--- src/rtl/irq_aggregator.sv ---
// irq_aggregator: sticky pending + mask + lowest-index served interrupt; IRQ_EDGE_DETECT_EN selects edge events
module irq_aggregator #(
  parameter int N_SRC = 8,
  parameter int ID_W  = $clog2(N_SRC)
) (
  input  logic             clk,
  input  logic             rst,
  input  logic [N_SRC-1:0] req,
  input  logic             mask_we,
  input  logic [N_SRC-1:0] mask_wdata,
  input  logic             ack,
  output logic [N_SRC-1:0] mask,
  output logic [N_SRC-1:0] pending,
  output logic             irq,
  output logic [ID_W-1:0]  irq_id
);
  localparam logic [1:0] IDLE = 2'd0, ACTIVE = 2'd1, GAP = 2'd2;
  logic [1:0] r_state;
  logic [N_SRC-1:0] r_mask, r_pending, w_evt, w_hit, w_clr;
  logic [ID_W-1:0] r_id, w_low;
  logic r_irq, w_keep;
`ifdef IRQ_EDGE_DETECT_EN
  logic [N_SRC-1:0] r_hist;
  always_ff @(posedge clk) r_hist <= rst ? '0 : req;
  assign w_evt = req & ~r_hist;
`else
  assign w_evt = req;
`endif
  assign w_hit = r_pending & r_mask;
  always_comb begin
    w_low = '0;
    for (int i = N_SRC - 1; i >= 0; i--) if (w_hit[i]) w_low = ID_W'(i);
  end
  assign w_keep = r_mask[r_id];
  // set events are OR-ed in after the clear so a simultaneous set wins
  assign w_clr = (r_state == ACTIVE && w_keep && ack) ? N_SRC'(1) << r_id : '0;
  always_ff @(posedge clk) begin
    if (rst) begin
      r_state   <= IDLE;
      r_mask    <= '0;
      r_pending <= '0;
      r_irq     <= 1'b0;
      r_id      <= '0;
    end else begin
      if (mask_we) r_mask <= mask_wdata;
      r_pending <= (r_pending & ~w_clr) | w_evt;
      if (r_state == IDLE && |w_hit) begin
        r_state <= ACTIVE;
        r_irq   <= 1'b1;
        r_id    <= w_low;
      end else if (r_state == ACTIVE && (!w_keep || ack)) begin
        r_state <= w_keep ? GAP : IDLE;
        r_irq   <= 1'b0;
      end else if (r_state == GAP) r_state <= IDLE;
    end
  end
  assign mask    = r_mask;
  assign pending = r_pending;
  assign irq     = r_irq;
  assign irq_id  = r_id;
endmodule

--- config.mk ---
export PLATFORM = sky130hd
export DESIGN_NAME = irq_aggregator
export DESIGN_NICKNAME = d
export VERILOG_FILES = /design/src/rtl/irq_aggregator.sv
export SDC_FILE = /design/constraint.sdc
export NUM_CORES = 1
export LEC_CHECK = 0
export ABC_AREA = 0
export CORE_ASPECT_RATIO = 0.7
export CORE_MARGIN = 2
export CORE_UTILIZATION = 42
export DETAILED_ROUTE_END_ITERATION = 8
export PLACE_DENSITY = 0.78
export SLEW_MARGIN = 10
export SYNTH_ARGS = -nofsm -noshare
export SYNTH_HDL_FRONTEND = slang
export SYNTH_SLANG_ARGS = --single-unit
export TNS_END_PERCENT = 50
--- constraint.sdc ---
create_clock -name clk -period 1.8 [get_ports clk]
set_input_delay 0.36 -clock clk [delete_from_list [all_inputs] [get_ports clk]]
set_output_delay 0.36 -clock clk [all_outputs]
set_load 0.1 [all_outputs]
After elaboration in Yosys (flattened, before gate mapping)
Cells that the tools add are included.

word-level totals
  bits in registers = 22
  bits of input ports = 20
  logic and storage cells = 43

cells by class
  $lt $le $gt $ge = 1
  equality and inequality tests = 2
  shifts and indexed selects = 1
  mux-type cells = 17
  bitwise logic cells = 4
  reductions and logical operators = 12

operators by type and width
  cell                                                count
  2-to-1 mux 3 bit                                    8
  AND 8 bit                                           2
  2-to-1 mux 8 bit                                    1
  NOT 8 bit                                           1
  OR 8 bit                                            1
  OR reduction 8 bit                                  1
  << shifter 1 x 3 -> 8 bit, first input constant     1
  2-to-1 mux 2 bit                                    3
  logical AND 1 bit                                   4
  < comparator 3 x 4 -> 1 bit, second input constant  1
  2-to-1 mux 1 bit                                    4
  nonzero test 2 bit                                  2
  binary-select mux 1 bit (select 3 bit)              1
  nonzero test 3 bit                                  1
  == test 2 x 1 -> 1 bit, second input constant       1
  == test 2 bit, second input constant                1
  zero test 2 bit                                     1
  OR reduction 2 bit                                  1
  zero test 1 bit                                     1
  logical OR 1 bit                                    1

Logic depth before layout (Yosys ltp)
Gate-level depths: netlist of run 1.

  depth after elaboration = 9
  mapped depth = 5
  gate-level depth less buffers = 4

Worst setup path before layout of run 1
Ideal clock, no wire load.

  path kind = flip-flop to flip-flop
  start point = register r_id[1] (netlist: irq_id[1])
  end point = register r_irq (netlist: irq)
  library setup time = 0.132 ns
  arrival = 2.020 ns
  required time = 1.668 ns
  slack = -0.353 ns
  cell stages (with the launch flop) = 6
  clock period less this slack = 2.153 ns
  cell sequence = dfxtp_1 buf_6 mux4_2 mux2i_1 nand2b_1 a311oi_1

on the way
  longest elaborated chain between the ends = 6

RTL lines
  element                                 line  text
  start: declaration                      20    logic [ID_W-1:0] r_id, w_low;
  start signal: assignment                50    r_id <= w_low;
  binary-select mux 1 bit (select 3 bit)  34    assign w_keep = r_mask[r_id];
  2-to-1 mux 1 bit (not written as such)  34
  zero test 1 bit                         51    end else if (r_state == ACTIVE && (!w_keep || ack)) begin
  logical OR 1 bit                        51
  logical AND 1 bit                       51
  nonzero test 2 bit (no source line)     --
  end signal: assignment                  42    r_irq <= 1'b0;
  end signal: assignment                  49    r_irq <= 1'b1;
  end signal: assignment                  53    r_irq <= 1'b0;
  end: declaration                        21    logic r_irq, w_keep;

Every way passes these cells. The select of a mux whose other input is x is not followed.
A chain may end at the register's enable or synchronous reset.

Worst setup path after layout of run 1
Ends and elaborated chain as after synthesis.

==> results of run 1 <==
## through the flow
step / utilization / worst slack, ps / instance area [um^2]
2_1_floorplan: - / 64.89 / 1044
4_1_cts: 0.7604 / 231.8 / 1692
3_5_place_dp: 0.7441 / 211.6 / 1655
5_1_grt: 0.7604 / 211.4 / 1692
3_3_place_gp: 0.7441 / 226.4 / 1655
6_report: 0.7604 / 242.4 / 1692
## worst max-delay path, stage by stage (launching register included)
cell and delay (ps):
dfxtp_4 450, mux4_1 560, mux2i_1 200, nand2b_1 160
a311oi_1 90
## state kept, by name, summed over array words and instances, names as in the netlist
register and cells:
irq 1, irq_id 3, mask 8, pending 8, r_state 2
## synthesized netlist by cell type (2+ instances only)
master     count  share of area
dfxtp_1       22           0.43
nor2_1        19          0.070
mux2i_1        9          0.088
a21oi_1        8          0.039
nand2_1        8          0.029
nand4b_1       4          0.034
a32o_1         3          0.029
clkbuf_1       3          0.011
nand3_1        3          0.015
a22oi_1        2          0.015
buf_6          2          0.022
inv_1          2         0.0074
nand2b_1       2          0.012
nand4_1        2          0.012
nand4bb_1      2          0.022
## logic make-up after synthesis
family | after synthesis | synth area share
AOI/OAI and AO/OA | 20 | 0.1460
muxes | 11 | 0.1362
and+or+nand+nor | 46 | 0.2454
buffers and inverters | 7 | 0.04049
DFF | 22 | 0.4319
## routing by layer
metal | vias up | routed length [um]
met4 | 0 | 59
met5 | - | 0
met3 | 10 | 291
li1 | 474 | -
met1 | 480 | 1193
met2 | 64 | 1297
## worst paths after layout
| path | start | cells after the start | to |
|---|---|---|---|
| hold reg to reg | r_state[1] | 2 | irq |
| hold / removal | r_state[1] | 2 | irq |
| setup / recovery | irq_id[1] | 4 | irq |
| setup reg to reg | irq_id[1] | 4 | irq |
## layout make-up
type | instances | area [um^2] | share of cell area
Tap cell | 32 | 40.04 | 0.02367
Inverter | 2 | 7.507 | 0.004438
Sequential cell | 22 | 464.2 | 0.2744
Clock buffer | 4 | 36.28 | 0.02145
Timing Repair Buffer | 41 | 605.6 | 0.3580
Multi-Input combinational cell | 77 | 538.0 | 0.3180
## power breakdown
part / internal [uW] / leakage [uW] / switching (uW) / total (uW)
Clock: 123 / 0.0000210 / 145 / 268
Sequential: 529 / 0.000187 / 72.3 / 601
Combinational: 221 / 0.000457 / 321 / 542
==> results.md, run 1 <==
* Status: finished clean
* Leak at 0.0006652 uW
* Routed Antenna Nets at 0
* Syn Std Cell Area at just over 1000 um^2
* Postcts setup bufs at 0
* Die width at 62.90 um
* Clk_skew at 1.719 ps
* DRT iter0 DRCs at 73
* Final Cycle Share at 0.8654
* Diode count at 0
* GR Util met2 at 0.3511
* Setup crit start kind: flop
* Number of synthesized flops with an enable pin at 0
* H-tree levels at 1
* First-pass GRT wire length at between 4000 and 5000 um
* CTS sink cnt at 22
* WL per Instance at 15.96 um
* Fillers at between 150 and 200
* Crit path DAT at about 1800 ps
* Total CTS buffers at 3
* Worst-Skew Late Latency at 300 ps
* Max Cap Violations at 0
* Drt total wl at between 2000 and 3000 um
* Core area at 2225 um^2
* Commonest cells after routing, fill and taps aside: buf_12, nor2_1, clkdlybuf4s50_1
* Register area share after synthesis at 0.4319
* Share of cells above drive strength 1 at 0.3288
* Max Clk Rate at 642.0 MHz
* Critical path fanouts, max at 12
* Worst slew pin tran at 460.2 ps
* Pwr dens at 834.5 nW/um^2
* Met1 usage at 0.2581
* Die Y at 45.23 um
* CTS Root Cell: clkbuf_4
* RSZ-0062 raised after global routing: false
* Starting Density at 0.4584
* Dpl cells at 174
* GR Util All Layers at 0.2096
* Drt drc at 0
* Row cnt at 14
* Final setup viols at 0
* M3 GR Usage at 0.07980
* Final hold slack at 527.0 ps
* Final #Nets at 167
* Initial antenna violation count at 0
* Hold Fails Final Rpt at 0
* Clk pin slew, worst setup/hold paths at 120 ps
* Resized cells post-CTS at 0
* GRT overflow at 0
* Crit path capture type: flop
* Distinct cells, synth at 30
* WS Path Type: flop to flop
* Maximum vdd drop at about 0.7 mV
* FF-to-FF setup slack at approximately 240 ps
* Gp weighted congestion at 0.8397
* Yosys Warn Count at 0
* Port Buffers at 39
* I/O Pins at 40
* CTS tree: done
* Vias in the first global route at 949
* Vias per inst at 5.775
* Max_slew headroom at 0.6922
* Avg Cell Area, Syn at 9.620 um^2
* Busiest grt layer: met2
* Total Power at 1412 uW
* Async S/R FF share, synth at 0
* Slew Viols, Final at 0
* # hold bufs at CTS at 0
* Post-Syn Instances at 106
* Final instance count without filler cells at 178
* Die area at 2844 um^2
* Largest net degree at the start of global routing at 21
* Via count at 1028
* HPWL Detailed at approximately 2200 um
* Post-Syn Nets at roughly 130
* Most common cell after layout, fill and taps aside: buf_12
* TritonRoute pass-1 iters at 5
* Area grow syn2layout at 65.89%
* Req. time, crit path at 2000 ps
* Flops & latches, synth at 22
* Setup tns final at 0 ps
* Dominant synthesized flop cell: dfxtp_1
* Max clock buf depth at 2
* Post-layout min period at 1558 ps
* HP Class: flop to flop
Power figures use the tool's default switching activity.
==> inputs of run 2 (changes only) <==
--- a/config.mk
+++ b/config.mk
@@ -7,8 +7,8 @@
 export LEC_CHECK = 0
 export ABC_AREA = 0
 export CORE_ASPECT_RATIO = 0.7
-export CORE_MARGIN = 2
 export CORE_UTILIZATION = 42
+export CTS_CLUSTER_SIZE = 10
 export DETAILED_ROUTE_END_ITERATION = 8
 export PLACE_DENSITY = 0.78
 export SLEW_MARGIN = 10
==> run 2 against run 1 <==
  * Via count fell by 0.39%
  * Wire length down 2.1%
  * Fmax is 4.0% lower
  * Clock power decreased by 14%
  * Final cell count is 0.56% lower
  * Clock skew up 1.4 ps
  * Register-to-register slack worse by 70 ps
  * Sequential share of layout area rose by 0.29 points
  * Sequential power hardly changed
==> results.md, run 2 (same netlist as run 1, synthesis figures left out) <==
* Status: finished clean
* Crit path DAT at 1820 ps
* Leak at 0.0006549 uW
* Post-layout min period at 1623 ps
* Seq. cell area at 464.2 um^2
* HP Class: flop to flop
* Most common cell after layout, fill and taps aside: buf_12
* Setup ws final at 176.7 ps
* Routed Antenna Nets at 0
* CP max-delay cell: mux4_1
* Port Buffers at 39
* CTS tree: done
* Highest Signal Layer: met4
* CTS Root Cell: clkbuf_4
* Instance count on the critical path at 4
* Final setup viols at 0
* GR Util All Layers at 0.2535
* Layout Utilization at 0.7525
* CP max stage delay at 560 ps
* Req. time, crit path at 2000 ps
* Cells on worst reg2reg path at 4
* DRT iter0 DRCs at 63
* Max clock buf depth at 2
* Postcts setup bufs at 0
* Row cnt at 14
* Hold path cells at 2
* Crit path capture type: flop
* Total CTS buffers at 3
* Commonest cells after routing, fill and taps aside: buf_12, nor2_1, clkdlybuf4s50_1
* Worst-Skew Late Latency at 310 ps
* HPWL Detailed at 2114 um
* Core area at 2225 um^2
* Setup tns final at 0 ps
* Hold Fails Final Rpt at 0
* Die area at between 2000 and 3000 um^2
* Post-Place Setup Slack at 169.3 ps
* Vias per inst at 5.785
* Gp weighted congestion at approximately 0.94
* RSZ-0062 raised after global routing: false
* Max_slew headroom at 0.6029
* Finished Cell Area at between 1500 and 2000 um^2
* WL per Instance at 15.71 um
* Pwr dens at a little over 800 nW/um^2
* Initial antenna violation count at 0
* Setup crit start kind: flop
* Met3 wire length at about 210 um
* Drt total wl at about 2800 um
* Final #Nets at 166
* Starting Density at 0.4584
* Drt drc at 0
* Diode count at 0
* First-pass GRT wire length at 4878 um
* Area grow syn2layout at 64.17%
* Slew Viols, Final at 0
* CP bufs+invs at 0
* Crit path max-delay family: multiplexers
* Largest net degree at the start of global routing at 21
* Clk_skew at 3.129 ps
* Critical path fanouts, max at 12
* Share of cells above drive strength 1 at 0.3172
* Worst slew pin tran at 595.6 ps
* Final Cycle Share at 0.9018
* Fillers at around 150
* # hold bufs at CTS at 0
* I/O Pins at 40
* Max Cap Violations at 0
* Maximum vdd drop at ~0.6 mV
* Resized cells post-CTS at 0
* TritonRoute pass-1 iters at 5
* CTS sink cnt at 22
* Die width at roughly 61 um
* Max Clk Rate at just over 600 MHz
* Wire length on met2 at 1335 um
* Multi-input gate area at ~540 um^2
* GRT overflow at 0
* Vias in the first global route at between 1k and 1.5k
* Clk pin slew, worst setup/hold paths at 120 ps
* Via count at 1024
* H-tree levels at 1
* WS Path Type: flop to flop
* M1 WL at 1192 um
* Cell Chain, Critical Path: mux4_1, mux2i_1, nand2b_1, a311oi_1
* Die Y at 43.23 um
* Placed cell areas at approximately 1600 um^2
-- run 2: cell count changes in the layout (fill, tap and decap cells not counted) --
cell      delta
buf_4        -1
clkbuf_1     +1
clkbuf_8     -1
-- run 2: through the flow --
| stage | total power [uW] | std cells | hold WS, ps |
|---|---|---|---|
| after detailed placement | 1150 | 173 | 516.4 |
| after CTS | 1372 | 177 | 536.0 |
| after global routing | 1418 | 177 | 571.2 |
| final | 1372 | 177 | 529.5 |
| after global placement | 1139 | 173 | 501.5 |
| after floorplan | 928.9 | 106 | 477.3 |
-- run 2: path summary, 6_finish.rpt --
| check | slack, ps | startpoint | to |
|---|---|---|---|
| worst max-delay path | 180 | irq_id[1] | irq |
| worst min-delay path | 530 | r_state[1] | irq |
| worst max register to register | 180 | irq_id[1] | irq |
| worst min register to register | 530 | r_state[1] | irq |
-- run 2: worst min-delay path, stage by stage, from the launching register on --
cell	delay [ps]
dfxtp_1	350
inv_1	70
a311oi_1	70
-- run 2: layer usage --
| layer | vias to the layer above | track usage |
|---|---|---|
| li1 | 473 | - |
| met2 | 56 | 0.3934 |
| met1 | 491 | 0.3516 |
| met4 | 0 | 0.05000 |
| met3 | 4 | 0.07012 |
| met5 | - | 0 |
-- run 2: cell type report --
class | count | area share
Tap cell | 32 | 0.02392
Clock buffer | 4 | 0.01570
Timing Repair Buffer | 40 | 0.3572
Multi-Input combinational cell | 77 | 0.3214
Sequential cell | 22 | 0.2773
Inverter | 2 | 0.004484
-- run 2: power breakdown --
part | leakage (uW) | total [uW] | switching (uW) | internal, uW
Combinational | 0.000453 | 539 | 321 | 219
Sequential | 0.000187 | 601 | 72.5 | 529
Clock | 0.0000150 | 231 | 145 | 86.5
Total | 0.000655 | 1370 | 538 | 834
